**src/rtl/pscan_pkg.sv**
```systemverilog
// Shared types and helpers for the priority scan serializer.
// Build option: PSCAN_MSB_FIRST_EN reverses priority (MSB first).
package pscan_pkg;

   typedef enum logic {
      IDLE = 1'b0,
      SCAN = 1'b1
   } pscan_state_e;

   // Widest request vector the helper covers; 8-bit index spans it.
   localparam int PSCAN_MAX_W = 256;
   localparam int PSCAN_IDX_W = 8;

   function automatic logic [PSCAN_MAX_W-1:0] onehot_clear(
      input logic [PSCAN_MAX_W-1:0] vec,
      input logic [PSCAN_IDX_W-1:0] idx
   );
      logic [PSCAN_MAX_W-1:0] m;
      m      = '0;
      m[idx] = 1'b1;
      return vec & ~m;
   endfunction

endpackage

```
**src/rtl/priority_scan_serializer_pick.sv**
```systemverilog
// Combinational pick of the highest-priority set bit of a vector.
// Build option: PSCAN_MSB_FIRST_EN picks the highest set index.
module priority_pick #(
   parameter  int INP_BIT = 8,
   localparam int OUT_BIT = $clog2(INP_BIT)
) (
   input  logic [INP_BIT-1:0] vec,
   output logic [OUT_BIT-1:0] idx,
   output logic               found,
   output logic               single
);

   always_comb begin
      idx = '0;
`ifdef PSCAN_MSB_FIRST_EN
      for (int i = 0; i < INP_BIT; i++) begin
         if (vec[i]) idx = OUT_BIT'(i);
      end
`else
      // Descending walk: the last hit is the lowest set index.
      for (int i = INP_BIT - 1; i >= 0; i--) begin
         if (vec[i]) idx = OUT_BIT'(i);
      end
`endif
   end

   assign found  = |vec;
   assign single = found && ((vec & (vec - INP_BIT'(1))) == '0);

endmodule

```
**src/rtl/priority_scan_serializer.sv**
```systemverilog
// Accepts a request vector and emits each set index, one per handshake.
// Build option: PSCAN_MSB_FIRST_EN emits indices from MSB to LSB.
module priority_scan_serializer
   import pscan_pkg::*;
#(
   parameter  int INP_BIT = 8,
   localparam int OUT_BIT = $clog2(INP_BIT)
) (
   input  logic               clk,
   input  logic               rst,
   input  logic               in_valid,
   output logic               in_ready,
   input  logic [INP_BIT-1:0] in_vec,
   output logic               out_valid,
   input  logic               out_ready,
   output logic [OUT_BIT-1:0] out_idx,
   output logic               out_last,
   output logic               zero_err,
   output logic               busy
);

   pscan_state_e       r_state;
   logic [INP_BIT-1:0] r_pend;
   logic               r_zero_err;

   logic [OUT_BIT-1:0] w_idx;
   logic               w_found;
   logic               w_single;
   logic               w_scan;
   logic               w_acc;
   logic               w_ohs;
   logic               w_vec_nz;

   priority_pick #(
      .INP_BIT (INP_BIT)
   ) u_pick (
      .vec    (r_pend),
      .idx    (w_idx),
      .found  (w_found),
      .single (w_single)
   );

   assign w_scan   = (r_state == SCAN);
   assign w_vec_nz = |in_vec;

   assign out_valid = w_scan;
   assign busy      = w_scan;
   assign out_last  = w_scan && w_single;
   assign out_idx   = w_found ? w_idx : '0;
   assign zero_err  = r_zero_err;

   // Final handshake frees the slot so the next vector loads with no bubble.
   assign in_ready = !w_scan || (w_single && out_ready);
   assign w_acc    = in_valid && in_ready;
   assign w_ohs    = w_scan && out_ready;

   always_ff @(posedge clk or posedge rst) begin
      if (rst) begin
         r_state    <= IDLE;
         r_pend     <= '0;
         r_zero_err <= 1'b0;
      end else begin
         r_zero_err <= w_acc && !w_vec_nz;
         unique case (r_state)
            IDLE: begin
               if (w_acc && w_vec_nz) begin
                  r_pend  <= in_vec;
                  r_state <= SCAN;
               end
            end
            SCAN: begin
               if (w_ohs) begin
                  if (w_acc) begin
                     r_pend  <= in_vec;
                     r_state <= w_vec_nz ? SCAN : IDLE;
                  end else begin
                     r_pend <= INP_BIT'(onehot_clear(
                        PSCAN_MAX_W'(r_pend), PSCAN_IDX_W'(w_idx)));
                     if (w_single) r_state <= IDLE;
                  end
               end
            end
            default: r_state <= IDLE;
         endcase
      end
   end

endmodule

```
**config.mk**
```make
export PLATFORM = sky130hd
export DESIGN_NAME = priority_scan_serializer
export DESIGN_NICKNAME = d
export VERILOG_FILES = /design/src/rtl/pscan_pkg.sv /design/src/rtl/priority_scan_serializer_pick.sv /design/src/rtl/priority_scan_serializer.sv
export SDC_FILE = /design/constraint.sdc
export NUM_CORES = 1
export LEC_CHECK = 0
export CORE_MARGIN = 10
export CORE_UTILIZATION = 45
export DETAILED_ROUTE_END_ITERATION = 16
export GPL_ROUTABILITY_DRIVEN = 0
export GPL_TIMING_DRIVEN = 0
export PLACE_DENSITY = 0.77
export SLEW_MARGIN = 5
export SYNTH_ARGS = -nofsm -noshare
export SYNTH_HDL_FRONTEND = slang
export SYNTH_SLANG_ARGS = --single-unit
export TNS_END_PERCENT = 5
```
**constraint.sdc**
```tcl
create_clock -name clk -period 2.4 [get_ports clk]
set_clock_uncertainty 0.15 [all_clocks]
set_input_delay 0.48 -clock clk [delete_from_list [all_inputs] [get_ports clk]]
set_output_delay 0.48 -clock clk [all_outputs]
set_load 0.02 [all_outputs]
```
==> flow_summary.toml <==
[outcome]
violations = "setup timing"
outcome = "finished with violations"

[sta]
fin_crit_sh_pct = 103
clock.fmax_mhz = 404
finalSetupViolCount = 2
fin_ws_ns = -0.0747
worstMarginPinSlew_ns = 0.383
hold_violations = 0
finalMaxSlewViolations = 0
rsz0062_at_grt = "yes"
max_slew_margin_pct = 74.4
fin_crit_ns = 2.47
hold_slack_ns = 0.337
tns_ns = -0.116

[layout]
final_util_pct = 69.8
register_area_um2 = 253
stdcell_area_um2 = 942
num_antenna_cells = 0
layout.nets = 114
nFillCells = 119
multi_input_area_um2 = 394
drive_gt1_share_pct = 22.0
area_delta_synth_final_pct = 41.5

[power_and_ir_drop]
p_per_area_nw_per_um2 = 1400
power_uw = 1320
p_int_uw = 724
switchingPower_uw = 598
power_frac_clock_pct = 8.3
ir_worst_vdd_mv = 0.667
p_leak_uw = 0.000431
switching_share_pct = 45.2
power_frac_comb_pct = 67.7
seqPwrFrac_pct = 24.0

[synthesis]
ys_seq_area_share_pct = 37.6
synthFlopType = "dfrtp_1"
synth_cell_types = 32
synth-edff-count = 0
syn_nets = 88
synthTopCellsByArea = "dfrtp_1, nor2_1, a221o_1"
ys_ff_latch = 10
yosys.area.top_type = "dfrtp_1"
synthArstFlopShare_pct = 100
netlist_instances = 76
netlist_area_um2 = 666
yosysMostFrequentCell = "dfrtp_1"
avgSynthCellArea_um2 = 8.76
synth_top_cells_by_count = "dfrtp_1, nor2_1, a21oi_1"
yosysWarningCount = 0
synth_top_area_share_pct = 37.6

[worst_setup_path]
critical_path_class = "flip-flop to primary output"
cp-start-kind = "flip-flop"
cp.required_ns = 1.77
cp_max_fo = 6
cp-end-kind = "primary output"
worstPathArrival_ns = 1.84

[placement]
port_buffers = 19
place_area_um2 = 875
hpwl_mm = 1.32

[floorplanning]
dieArea_um2 = 3420
core_area_um2 = 1350
row_count = 13
die_h_um = 58.5
chipWidth_um = 58.5
pin_count = 20
start_util_pct = 49.3

[route]
drt_first_iter_violations = 15
post_drt_wl_per_cell_um = 14.9
totalWireLength_mm = 1.72
drc = 0
first_pass_iters = 4
vias = 670
antenna_left = 0
vias_per_cell = 5.83

[clock_network]
cts_buffers = 3
cts_sinks = 10
htreeDepth = 1
clkTransAtPathRegs_ns = 0.06
clock_path_buffers = 2
insertion_delay_ns = 0.26
root_buffer = "clkbuf_4"
cts_tree = "yes"

[global_routing]
globalRouteTotalUtil_pct = 10.7
first_global_vias = 635
grt_max_degree = 11
grt_overflow = 0
grt_pass1_wl_mm = 2.94
antenna_found_initial = 0

[job]
cap_violations = 0

[min_path]
hold_class = "input pin to async pin"
-- power by group through the flow --
stage               Clock [uW]  Sequential [uW]  Combinational [uW]
global route               121              328                 977
detailed placement           0              268                 863
CTS                        114              301                 897
finish                     110              317                 894
global placement             0              265                 853
floorplan                    0              262                 570
-- timing repair --
action / in CTS / in global routing
gates cloned: 0 / 0
buffers inserted: 4 / 3
hold buffers: 0 / 0
gates resized for setup: 23 / 3
pin swaps: 2 / 3
setup endpoints to repair: 5 / 3
-- final cells by class --
| type | count | share of cell area [%] |
|---|---|---|
| Multi-Input combinational cell | 56 | 41.8 |
| Sequential cell | 10 | 26.8 |
| Timing Repair Buffer | 26 | 24.6 |
| Clock buffer | 3 | 2.39 |
| Tap cell | 15 | 1.99 |
| Buffer | 2 | 1.20 |
| Inverter | 3 | 1.20 |
-- sequential cells by signal (all words and copies together), names as in the netlist --
register and flops:
busy 1, r_pend 8, zero_err 1
-- critical path, cell delays in order, from the launching register on --
cell      delay, ns
dfrtp_2        0.44
or4_4          0.58
nand3_4        0.09
a31oi_4        0.10
a21boi_2       0.17
inv_1          0.06
buf_6          0.13
-- layer usage --
metal / vias to the layer above / track usage (%) / share of wire, %
met1: 317 / 13.5 / 44
met2: 18 / 16.2 / 49
met5: - / 0 / 0
met3: 2 / 4.94 / 6.0
li1: 333 / - / -
met4: 0 / 2.01 / 0.35
-- cells by family after synthesis --
family	after synthesis	synth area share (%)
flops	10	37.6
simple gates	29	22.9
compound gates	27	31.8
buf+inv	10	7.71
-- worst paths after layout --
path / start / end / slack (ns) / cells after the start
setup reg to reg: r_pend[2]$_DFFE_PP0P_ / r_pend[5]$_DFFE_PP0P_ / 0.16 / 6
min in group clk: r_pend[7]$_DFFE_PP0P_ / r_pend[7]$_DFFE_PP0P_ / 0.46 / 1
hold reg to reg: r_pend[7]$_DFFE_PP0P_ / r_pend[7]$_DFFE_PP0P_ / 0.46 / 1
setup / recovery: r_pend[2]$_DFFE_PP0P_ / in_ready / -0.07 / 6
max in group asynchronous: rst / r_pend[2]$_DFFE_PP0P_ / 1.47 / 2
hold / removal: rst / r_pend[0]$_DFFE_PP0P_ / 0.34 / 2
-- placed cells by master, fill, tap and decap left out, types with 2 or more instances in the layout --
master,n
o311a_1,2
nor3_1,3
dfrtp_2,2
nand2_1,3
a21oi_1,4
buf_4,8
nor2_1,9
and2_1,2
a211oi_1,2
dfrtp_1,8
dlygate4sd2_1,2
inv_1,3
clkdlybuf4s50_1,14
o21ai_0,3
a21o_1,2
a221o_1,3
clkbuf_4,3
nor2b_1,3
buf_2,2
a2bb2oi_1,3
nor4_1,2
a22o_1,2
-- through the flow --
step / std cells / setup WS [ns]
CTS: 115 / -0.169
floorplan: 76 / 0.0269
global placement: 110 / -0.556
detailed placement: 110 / -0.569
global route: 115 / -0.158
finish: 115 / -0.0747
(Power assumes the default switching activity.)
